==> src/rtl/status_unit_if.sv <==
// Instruction/status bundle between an issuing stage and the status unit.
// master drives the instruction and the direct write; slave returns the flags and result.
interface status_unit_if;
    logic        valid_in;
    logic        cond_pass;
    logic        s_bit;
    logic [3:0]  exe_cmd;
    logic [31:0] op_a;
    logic [31:0] op_b;
    logic        stall;
    logic        flush;
    logic        wr_en;
    logic [3:0]  wr_data;
    logic [3:0]  status;
    logic [3:0]  status_fwd;
    logic [31:0] result_q;
    logic        result_valid;

    modport master (
        output valid_in, cond_pass, s_bit, exe_cmd, op_a, op_b,
               stall, flush, wr_en, wr_data,
        input  status, status_fwd, result_q, result_valid
    );

    modport slave (
        input  valid_in, cond_pass, s_bit, exe_cmd, op_a, op_b,
               stall, flush, wr_en, wr_data,
        output status, status_fwd, result_q, result_valid
    );
endinterface

==> src/rtl/status_unit.sv <==
// ALU result register plus NZCV status flags, with a direct status write and a forwarded next-status view.
// Latency: 1 cycle from an accepted instruction to result_q/status.
// Backpressure: stall freezes every register except a direct status write; flush squashes the current instruction.
module status_unit (
    input  logic           clk,
    input  logic           rst,
    status_unit_if.slave   bus
);
    localparam logic [3:0] CMD_MOV = 4'b0001;
    localparam logic [3:0] CMD_MVN = 4'b1001;
    localparam logic [3:0] CMD_ADD = 4'b0010;
    localparam logic [3:0] CMD_ADC = 4'b0011;
    localparam logic [3:0] CMD_SUB = 4'b0100;
    localparam logic [3:0] CMD_SBC = 4'b0101;
    localparam logic [3:0] CMD_AND = 4'b0110;
    localparam logic [3:0] CMD_ORR = 4'b0111;
    localparam logic [3:0] CMD_EOR = 4'b1000;

    logic [3:0]  status;
    logic [3:0]  status_next;
    logic [31:0] result_q;
    logic        result_valid;

    logic [31:0] r;
    logic [32:0] sum;
    logic        c_new;
    logic        v_new;
    logic        supported;
    logic        accept;
    logic        carry_in;

    assign carry_in = status[1];
    assign accept   = bus.valid_in & bus.cond_pass & ~bus.stall & ~bus.flush;

    always_comb begin
        r         = 32'd0;
        sum       = 33'd0;
        c_new     = status[1];
        v_new     = status[0];
        supported = 1'b1;
        case (bus.exe_cmd)
            CMD_MOV: r = bus.op_b;
            CMD_MVN: r = ~bus.op_b;
            CMD_ADD, CMD_ADC: begin
                sum   = {1'b0, bus.op_a} + {1'b0, bus.op_b}
                      + {32'd0, (bus.exe_cmd == CMD_ADC) & carry_in};
                r     = sum[31:0];
                c_new = sum[32];
                v_new = (bus.op_a[31] == bus.op_b[31]) & (r[31] != bus.op_a[31]);
            end
            // a - b - ~C == a + ~b + C, so carry out is the inverted borrow
            CMD_SUB, CMD_SBC: begin
                sum   = {1'b0, bus.op_a} + {1'b0, ~bus.op_b}
                      + {32'd0, (bus.exe_cmd == CMD_SUB) | carry_in};
                r     = sum[31:0];
                c_new = sum[32];
                v_new = (bus.op_a[31] != bus.op_b[31]) & (r[31] != bus.op_a[31]);
            end
            CMD_AND: r = bus.op_a & bus.op_b;
            CMD_ORR: r = bus.op_a | bus.op_b;
            CMD_EOR: r = bus.op_a ^ bus.op_b;
            default: supported = 1'b0;
        endcase
    end

    // Shared by the register and the forwarding port so the two cannot diverge
    always_comb begin
        status_next = status;
        if (rst)
            status_next = 4'b0000;
        else if (bus.wr_en)
            status_next = bus.wr_data;
        else if (accept && bus.s_bit && supported)
            status_next = {r[31], (r == 32'd0), c_new, v_new};
    end

    always_ff @(posedge clk) begin
        status <= status_next;
        if (rst) begin
            result_q     <= 32'd0;
            result_valid <= 1'b0;
        end else if (!bus.stall) begin
            if (accept) begin
                result_q     <= r;
                result_valid <= 1'b1;
            end else begin
                result_valid <= 1'b0;
            end
        end
    end

    assign bus.status       = status;
    assign bus.status_fwd   = status_next;
    assign bus.result_q     = result_q;
    assign bus.result_valid = result_valid;
endmodule

==> src/flat_wrapper.sv <==
// flat-port wrapper written by rule: the top's interface ports become plain ports
module status_unit_flat 
  (clk, rst, bus_valid_in, bus_cond_pass, bus_s_bit, bus_exe_cmd, bus_op_a, bus_op_b, bus_stall, bus_flush, bus_wr_en, bus_wr_data, bus_status, bus_status_fwd, bus_result_q, bus_result_valid);
  status_unit_if bus_i ();
  input  logic clk;
  input  logic rst;
  input wire logic [$bits(bus_i.valid_in)-1:0] bus_valid_in;
  input wire logic [$bits(bus_i.cond_pass)-1:0] bus_cond_pass;
  input wire logic [$bits(bus_i.s_bit)-1:0] bus_s_bit;
  input wire logic [$bits(bus_i.exe_cmd)-1:0] bus_exe_cmd;
  input wire logic [$bits(bus_i.op_a)-1:0] bus_op_a;
  input wire logic [$bits(bus_i.op_b)-1:0] bus_op_b;
  input wire logic [$bits(bus_i.stall)-1:0] bus_stall;
  input wire logic [$bits(bus_i.flush)-1:0] bus_flush;
  input wire logic [$bits(bus_i.wr_en)-1:0] bus_wr_en;
  input wire logic [$bits(bus_i.wr_data)-1:0] bus_wr_data;
  output wire logic [$bits(bus_i.status)-1:0] bus_status;
  output wire logic [$bits(bus_i.status_fwd)-1:0] bus_status_fwd;
  output wire logic [$bits(bus_i.result_q)-1:0] bus_result_q;
  output wire logic [$bits(bus_i.result_valid)-1:0] bus_result_valid;
  assign bus_i.valid_in = bus_valid_in;
  assign bus_i.cond_pass = bus_cond_pass;
  assign bus_i.s_bit = bus_s_bit;
  assign bus_i.exe_cmd = bus_exe_cmd;
  assign bus_i.op_a = bus_op_a;
  assign bus_i.op_b = bus_op_b;
  assign bus_i.stall = bus_stall;
  assign bus_i.flush = bus_flush;
  assign bus_i.wr_en = bus_wr_en;
  assign bus_i.wr_data = bus_wr_data;
  assign bus_status = bus_i.status;
  assign bus_status_fwd = bus_i.status_fwd;
  assign bus_result_q = bus_i.result_q;
  assign bus_result_valid = bus_i.result_valid;
  status_unit u_core (.clk(clk), .rst(rst), .bus(bus_i));
endmodule
==> config.mk <==
export PLATFORM = sky130hd
export DESIGN_NAME = status_unit_flat
export DESIGN_NICKNAME = d
export VERILOG_FILES = /design/src/rtl/status_unit_if.sv /design/src/rtl/status_unit.sv /design/src/flat_wrapper.sv
export SDC_FILE = /design/constraint.sdc
export NUM_CORES = 1
export LEC_CHECK = 0
export CAP_MARGIN = 20
export CORE_UTILIZATION = 45
export CTS_BUF_LIST = sky130_fd_sc_hd__clkbuf_8 sky130_fd_sc_hd__clkbuf_16
export DETAILED_ROUTE_END_ITERATION = 7
export PLACE_DENSITY = 0.68
export SLEW_MARGIN = 40
export SYNTH_ARGS = -nofsm -noshare
export SYNTH_HDL_FRONTEND = slang
export SYNTH_SLANG_ARGS = --single-unit
==> constraint.sdc <==
create_clock -name clk -period 12 [get_ports clk]
set_input_delay 1.8 -clock clk [delete_from_list [all_inputs] [get_ports clk]]
set_output_delay 1.8 -clock clk [all_outputs]
set_load 0.05 [all_outputs]
==> results of run 1 <==
[area by class of cell]
class	count	area [um2]	area share, %
Tap cell	225	282	2.98
Multi-Input combinational cell	966	6580	69.7
Clock inverter	2	33.8	0.358
Timing Repair Buffer	130	1270	13.5
Inverter	103	390	4.14
Sequential cell	37	741	7.85
Clock buffer	6	139	1.47
[worst max path at each step]
| stage | end | slack, ps |
|---|---|---|
| finish | bus_status_fwd[2] | 2320 |
| CTS | bus_status_fwd[2] | 2390 |
| detailed placement | bus_status_fwd[2] | 2430 |
| global placement | bus_status_fwd[2] | 2520 |
| global route | bus_status_fwd[2] | 2070 |
| floorplan | bus_status_fwd[0] | 3840 |
[routing by layer]
layer / routed length (um) / global-route usage (%) / vias to the layer above
met5: 0 / 0 / -
met4: 1040 / 11.2 / 0
met3: 2500 / 4.90 / 62
met2: 12700 / 50.4 / 467
met1: 14000 / 45.4 / 4333
li1: - / - / 4428
[cell families (layout without fill, tap and decap cells)]
group | count (synthesis) | after routing | synth area share (%)
compound gates | 398 | 398 | 34.4
mux | 12 | 12 | 1.74
fa+ha+maj | 99 | 99 | 15.8
buf+inv | 180 | 241 | 9.34
flops | 37 | 37 | 9.21
xor+xnor | 28 | 28 | 3.05
simple gates | 429 | 429 | 26.5
[cell usage in the layout, fill, tap and decap left out, types with 15 or more instances in the layout]
cell type	instances
ha_1	95
clkdlybuf4s50_1	118
nor2_1	129
o211ai_1	28
inv_1	96
a211oi_1	41
o21ai_0	42
nand3_1	28
nand2_1	107
a21oi_1	113
nor4_1	15
o31ai_1	17
nor3_1	36
dfxtp_1	37
[report_power, final]
part,switching [mW],internal (mW),total [mW],leakage [nW]
Sequential,0.00265,0.127,0.130,0.301
Clock,0.0492,0.103,0.152,0.0883
Combinational,0.260,0.145,0.406,3.48
Total,0.312,0.375,0.687,3.87
[worst max-delay path: stages]
cell	delay [ps]
clkdlybuf4s50_1	930
nand2b_1	230
or2_2	630
o21bai_1	280
fa_1	220
inv_1	60
fa_1	410
o21bai_2	210
nand3_2	180
a21oi_2	250
o21ai_2	110
and2_4	150
or4_4	530
nor4b_1	150
or3_1	400
nor4_1	320
a31o_1	220
clkdlybuf4s50_1	810
[per-stage QoR]
step | power (mW) | utilization [%]
after detailed placement | 0.526 | 53.3
after floorplan | 0.401 | -
after global routing | 0.725 | 54.4
after global placement | 0.524 | 53.3
final | 0.687 | 54.4
after CTS | 0.679 | 54.3
[flip-flops by register name, indices dropped and copies added (netlist names)]
name / cells
u_core.bus.result_q: 32
u_core.bus.result_valid: 1
u_core.bus.status: 4
==> results.sh, run 1 <==
export IMPL_status="complete, no violations"
export IMPL_final_layout_size_suffix_gt1_share_pct=5.71
export IMPL_tightest_slew_ps=944
export IMPL_syn_nets=1362
export IMPL_period_share_pct=80.7
export IMPL_final_cells=1469
export IMPL_powerDensity_nw_per_um2=72.9
export IMPL_synthFlopType="dfxtp_1"
export IMPL_ys_seq_elements=37
export IMPL_pre_cts_slack_ps=2430
export IMPL_ios=121
export IMPL_grt_pass1_wl_mm=46.5
export IMPL_initialDrtViolationCount=956
export IMPL_cp_start_kind="input pin"
export IMPL_yosys_warnings=0
export IMPL_design_area_um2=9430
export IMPL_syn_area_um2=8040
export IMPL_max_freq_mhz=103
export IMPL_p_leak_nw=3.87
export IMPL_cts_root_buf="clkbuf_16"
export IMPL_cap_violations=0
export IMPL_r2r_cells=14
export IMPL_synthTopCellsByArea="ha_1 15%, dfxtp_1 9.2%, a21oi_1 7.0%"
export IMPL_portBuffers=120
export IMPL_dpl_cell_area_um2=9260
export IMPL_die_height_um=136
export IMPL_hpwl_mm=23.5
export IMPL_cp_required_ps=10200
export IMPL_yosysMostFrequentCell="nor2_1"
export IMPL_rows=48
export IMPL_start_util_pct=46.3
export IMPL_ctsLongestPathBuffers=2
export IMPL_vdd_ir_drop_worst_mv=0.0907
export IMPL_min_period_ps=9680
export IMPL_worstSkewPairLatency_ps=280
export IMPL_synth_edf_count=0
export IMPL_relSlewSlack_pct=37.1
export IMPL_routed_wl_mm=30.2
export IMPL_firstDrtPassIters=6
export IMPL_finClkSkew_ps=2.59
export IMPL_whs_ps=455
export IMPL_syn_to_final_growth_pct=17.3
export IMPL_nFillCells=1797
export IMPL_syn_area_per_cell_um2=6.80
export IMPL_worst_r2r_setup_slack_ps=7840
export IMPL_fin_setup_tns_ps=0
export IMPL_grt_ovfl_total=0
export IMPL_hp_class="register to register"
export IMPL_gp_congestion=0.972
export IMPL_grt_max_degree=88
export IMPL_track_usage_pct=32.6
export IMPL_antenna_found_initial=0
export IMPL_vias_per_cell=6.32
export IMPL_clkTransAtPathRegs_ps=50
export IMPL_cts_tree="done"
export IMPL_r2r_start="u_core.bus.status[1]"
export IMPL_synth_distinct_cells=101
export IMPL_grt_pass1_vias=8316
export IMPL_die_w_um=136
export IMPL_hold_start="u_core.bus.result_valid"
export IMPL_maxSlewViolCount=0
export IMPL_synth_largest_area_cell="ha_1"
export IMPL_grt_setup_unrepaired="false"
export IMPL_antennaDiodeCount=0
export IMPL_dp_cells=1461
export IMPL_ys_seq_area_share_pct=9.21
export IMPL_hold_path_depth=2
export IMPL_arrival_ps=7880
export IMPL_core_area_um2=17400
export IMPL_critPathLaunch="bus_exe_cmd[2]"
export IMPL_synth_common_cells="130 x nor2_1, 113 x a21oi_1, 107 x nand2_1"
export IMPL_hold_viol=0
export IMPL_cts_setup_buffers=0
export IMPL_syn_inst=1183
export IMPL_drc=0
export IMPL_r2r_end="u_core.bus.status[2]"
export IMPL_num_vias=9290
export IMPL_cts_sinks=37
export IMPL_layout_nets=1422
export IMPL_timing_final_ws_setup_ps=2320
export IMPL_wl_per_cell_um=20.6
export IMPL_hold_buffers=0
export IMPL_antenna_left=0
export IMPL_worst_setup_path_end_kind="primary output"
export IMPL_cp_max_fo=35
export IMPL_fp_dieArea_um2=18400
export IMPL_cts_made_buffers=5
export IMPL_postSynth_asyncResetShare_pct=0
export IMPL_finalSetupViolations=0
export IMPL_holdPathEnd="u_core.bus.result_valid"
export IMPL_htree_levels=2
export IMPL_cts_repair_resized=0
export IMPL_synth_top_cell_area_share_pct=14.8
export IMPL_crit_type="input pin to primary output"
No activity file was read; power rests on OpenSTA's default activity.
==> run 2: changes to the inputs <==
clock period = 9.7 ns   (was 12 ns; I/O delays follow)
==> results.sh, run 2 (same netlist as run 1, synthesis figures left out) <==
export IMPL_fp_dieArea_um2=18400
export IMPL_hold_start="u_core.bus.result_q[8]"
export IMPL_syn_to_final_growth_pct=17.1
export IMPL_reg_top3="u_core.bus.result_q: 32 flops, u_core.bus.status: 4 flops, u_core.bus.result_valid: 1 flops"
export IMPL_start_util_pct=46.3
export IMPL_vias_per_cell=6.39
export IMPL_fin_setup_tns_ps=0
export IMPL_htree_levels=2
export IMPL_worst_setup_path_end_kind="primary output"
export IMPL_dp_cells=1463
export IMPL_die_height_um=136
export IMPL_hold_path_depth=2
export IMPL_firstDrtPassIters=7
export IMPL_finalSetupViolations=0
export IMPL_most_common_layout_cells="129 x nor2_1, 118 x clkdlybuf4s50_1, 113 x a21oi_1"
export IMPL_period_share_pct=86.8
export IMPL_ios=121
export IMPL_cts_made_buffers=5
export IMPL_grt_pass1_vias=8520
export IMPL_regMostFlops="u_core.bus.result_q"
export IMPL_cts_sinks=37
export IMPL_rows=48
export IMPL_layout_nets=1424
export IMPL_cts_root_buf="clkbuf_16"
export IMPL_r2r_cells=14
export IMPL_grt_setup_unrepaired="false"
export IMPL_vdd_ir_drop_worst_mv=0.0952
export IMPL_crit_type="input pin to primary output"
export IMPL_antennaDiodeCount=0
export IMPL_hold_buffers=0
export IMPL_relSlewSlack_pct=39.4
export IMPL_drc=0
export IMPL_cp_start_kind="input pin"
export IMPL_max_freq_mhz=119
export IMPL_antenna_found_initial=0
export IMPL_dpl_cell_area_um2=9270
export IMPL_nFillCells=1805
export IMPL_gp_congestion=0.980
export IMPL_die_w_um=136
export IMPL_powerDensity_nw_per_um2=87.2
export IMPL_hp_class="register to register"
export IMPL_cts_tree="done"
export IMPL_tightest_slew_ps=908
export IMPL_timing_final_ws_setup_ps=1280
export IMPL_num_vias=9396
export IMPL_power_total_mw=0.821
export IMPL_layout_commonest_cell="nor2_1"
export IMPL_core_area_um2=17400
export IMPL_p_leak_nw=3.87
export IMPL_maxSlewViolCount=0
export IMPL_finClkSkew_ps=1.58
export IMPL_status="complete, no violations"
export IMPL_antenna_left=0
export IMPL_critPathLaunch="bus_exe_cmd[2]"
export IMPL_pre_cts_slack_ps=1340
export IMPL_track_usage_pct=32.8
export IMPL_min_period_ps=8420
export IMPL_cts_repair_resized=0
export IMPL_portBuffers=120
export IMPL_cp_required_ps=8250
export IMPL_cp_max_fo=15
export IMPL_worstSkewPairLatency_ps=280
export IMPL_largest_reg_flops=32
export IMPL_grt_pass1_wl_mm=47.3
export IMPL_hold_viol=0
export IMPL_grt_ovfl_total=0
export IMPL_routed_wl_mm=30.1
export IMPL_wl_per_cell_um=20.5
export IMPL_arrival_ps=6970
export IMPL_ctsLongestPathBuffers=2
export IMPL_design_area_um2=9420
export IMPL_final_cells=1470
export IMPL_final_layout_size_suffix_gt1_share_pct=5.78
export IMPL_r2r_start="u_core.bus.status[1]"
export IMPL_cap_violations=0
export IMPL_clkTransAtPathRegs_ps=50
export IMPL_finish_utilization_pct=54.2
export IMPL_initialDrtViolationCount=1020
export IMPL_cts_setup_buffers=0
export IMPL_whs_ps=454
export IMPL_hpwl_mm=23.7
export IMPL_grt_max_degree=67
==> run 2: changes by cell type in the layout (fill, tap and decap cells not counted) <==
| cell | previous run | this run |
|---|---|---|
| buf_4 | 9 | 12 |
| buf_6 | 1 | 0 |
| bufinv_16 | 1 | 0 |
==> run 2: area by class of cell <==
| type | instances | area, um2 | share of cell area, % |
|---|---|---|---|
| multi-input cells | 966 | 6580 | 69.9 |
| repair buffers | 132 | 1280 | 13.6 |
| flip-flops and latches | 37 | 741 | 7.87 |
| inverters | 103 | 390 | 4.15 |
| well taps | 225 | 282 | 2.99 |
| clock buffers | 6 | 139 | 1.48 |
| clock inverters | 1 | 3.75 | 0.0399 |
==> run 2: layer usage <==
| layer | vias to the layer above | GRT usage [%] | routed length (um) |
|---|---|---|---|
| met4 | 0 | 10.7 | 962 |
| met3 | 65 | 3.44 | 2810 |
| met5 | - | 0 | 0 |
| met2 | 544 | 50.7 | 12800 |
| met1 | 4359 | 46.9 | 13600 |
| li1 | 4428 | - | - |
==> run 2: report_power, final <==
| group | leakage [nW] | internal, mW | switching, mW | total (mW) |
|---|---|---|---|---|
| Combinational | 3.49 | 0.180 | 0.320 | 0.501 |
| Sequential | 0.301 | 0.157 | 0.00338 | 0.161 |
| Clock | 0.0741 | 0.0998 | 0.0595 | 0.159 |
==> run 2: final timing paths <==
path                            slack (ps)                endpoint
worst max-delay path                  1280       bus_status_fwd[2]
worst min-delay path                   450  u_core.bus.result_q[8]
worst max register to register        5680    u_core.bus.status[2]
worst min register to register         450  u_core.bus.result_q[8]
==> run 2: worst max-delay path: stages <==
cell	delay [ps]
clkdlybuf4s50_1	390
buf_4	200
nor2_1	360
and2_1	210
nand3_1	100
fa_1	440
inv_1	90
fa_1	220
a21oi_1	120
o32ai_1	520
a22oi_1	210
and3_1	240
nor2_1	130
mux2_2	350
a221oi_1	330
nand4_1	230
nor4_1	330
a31o_1	230
clkdlybuf4s50_1	810
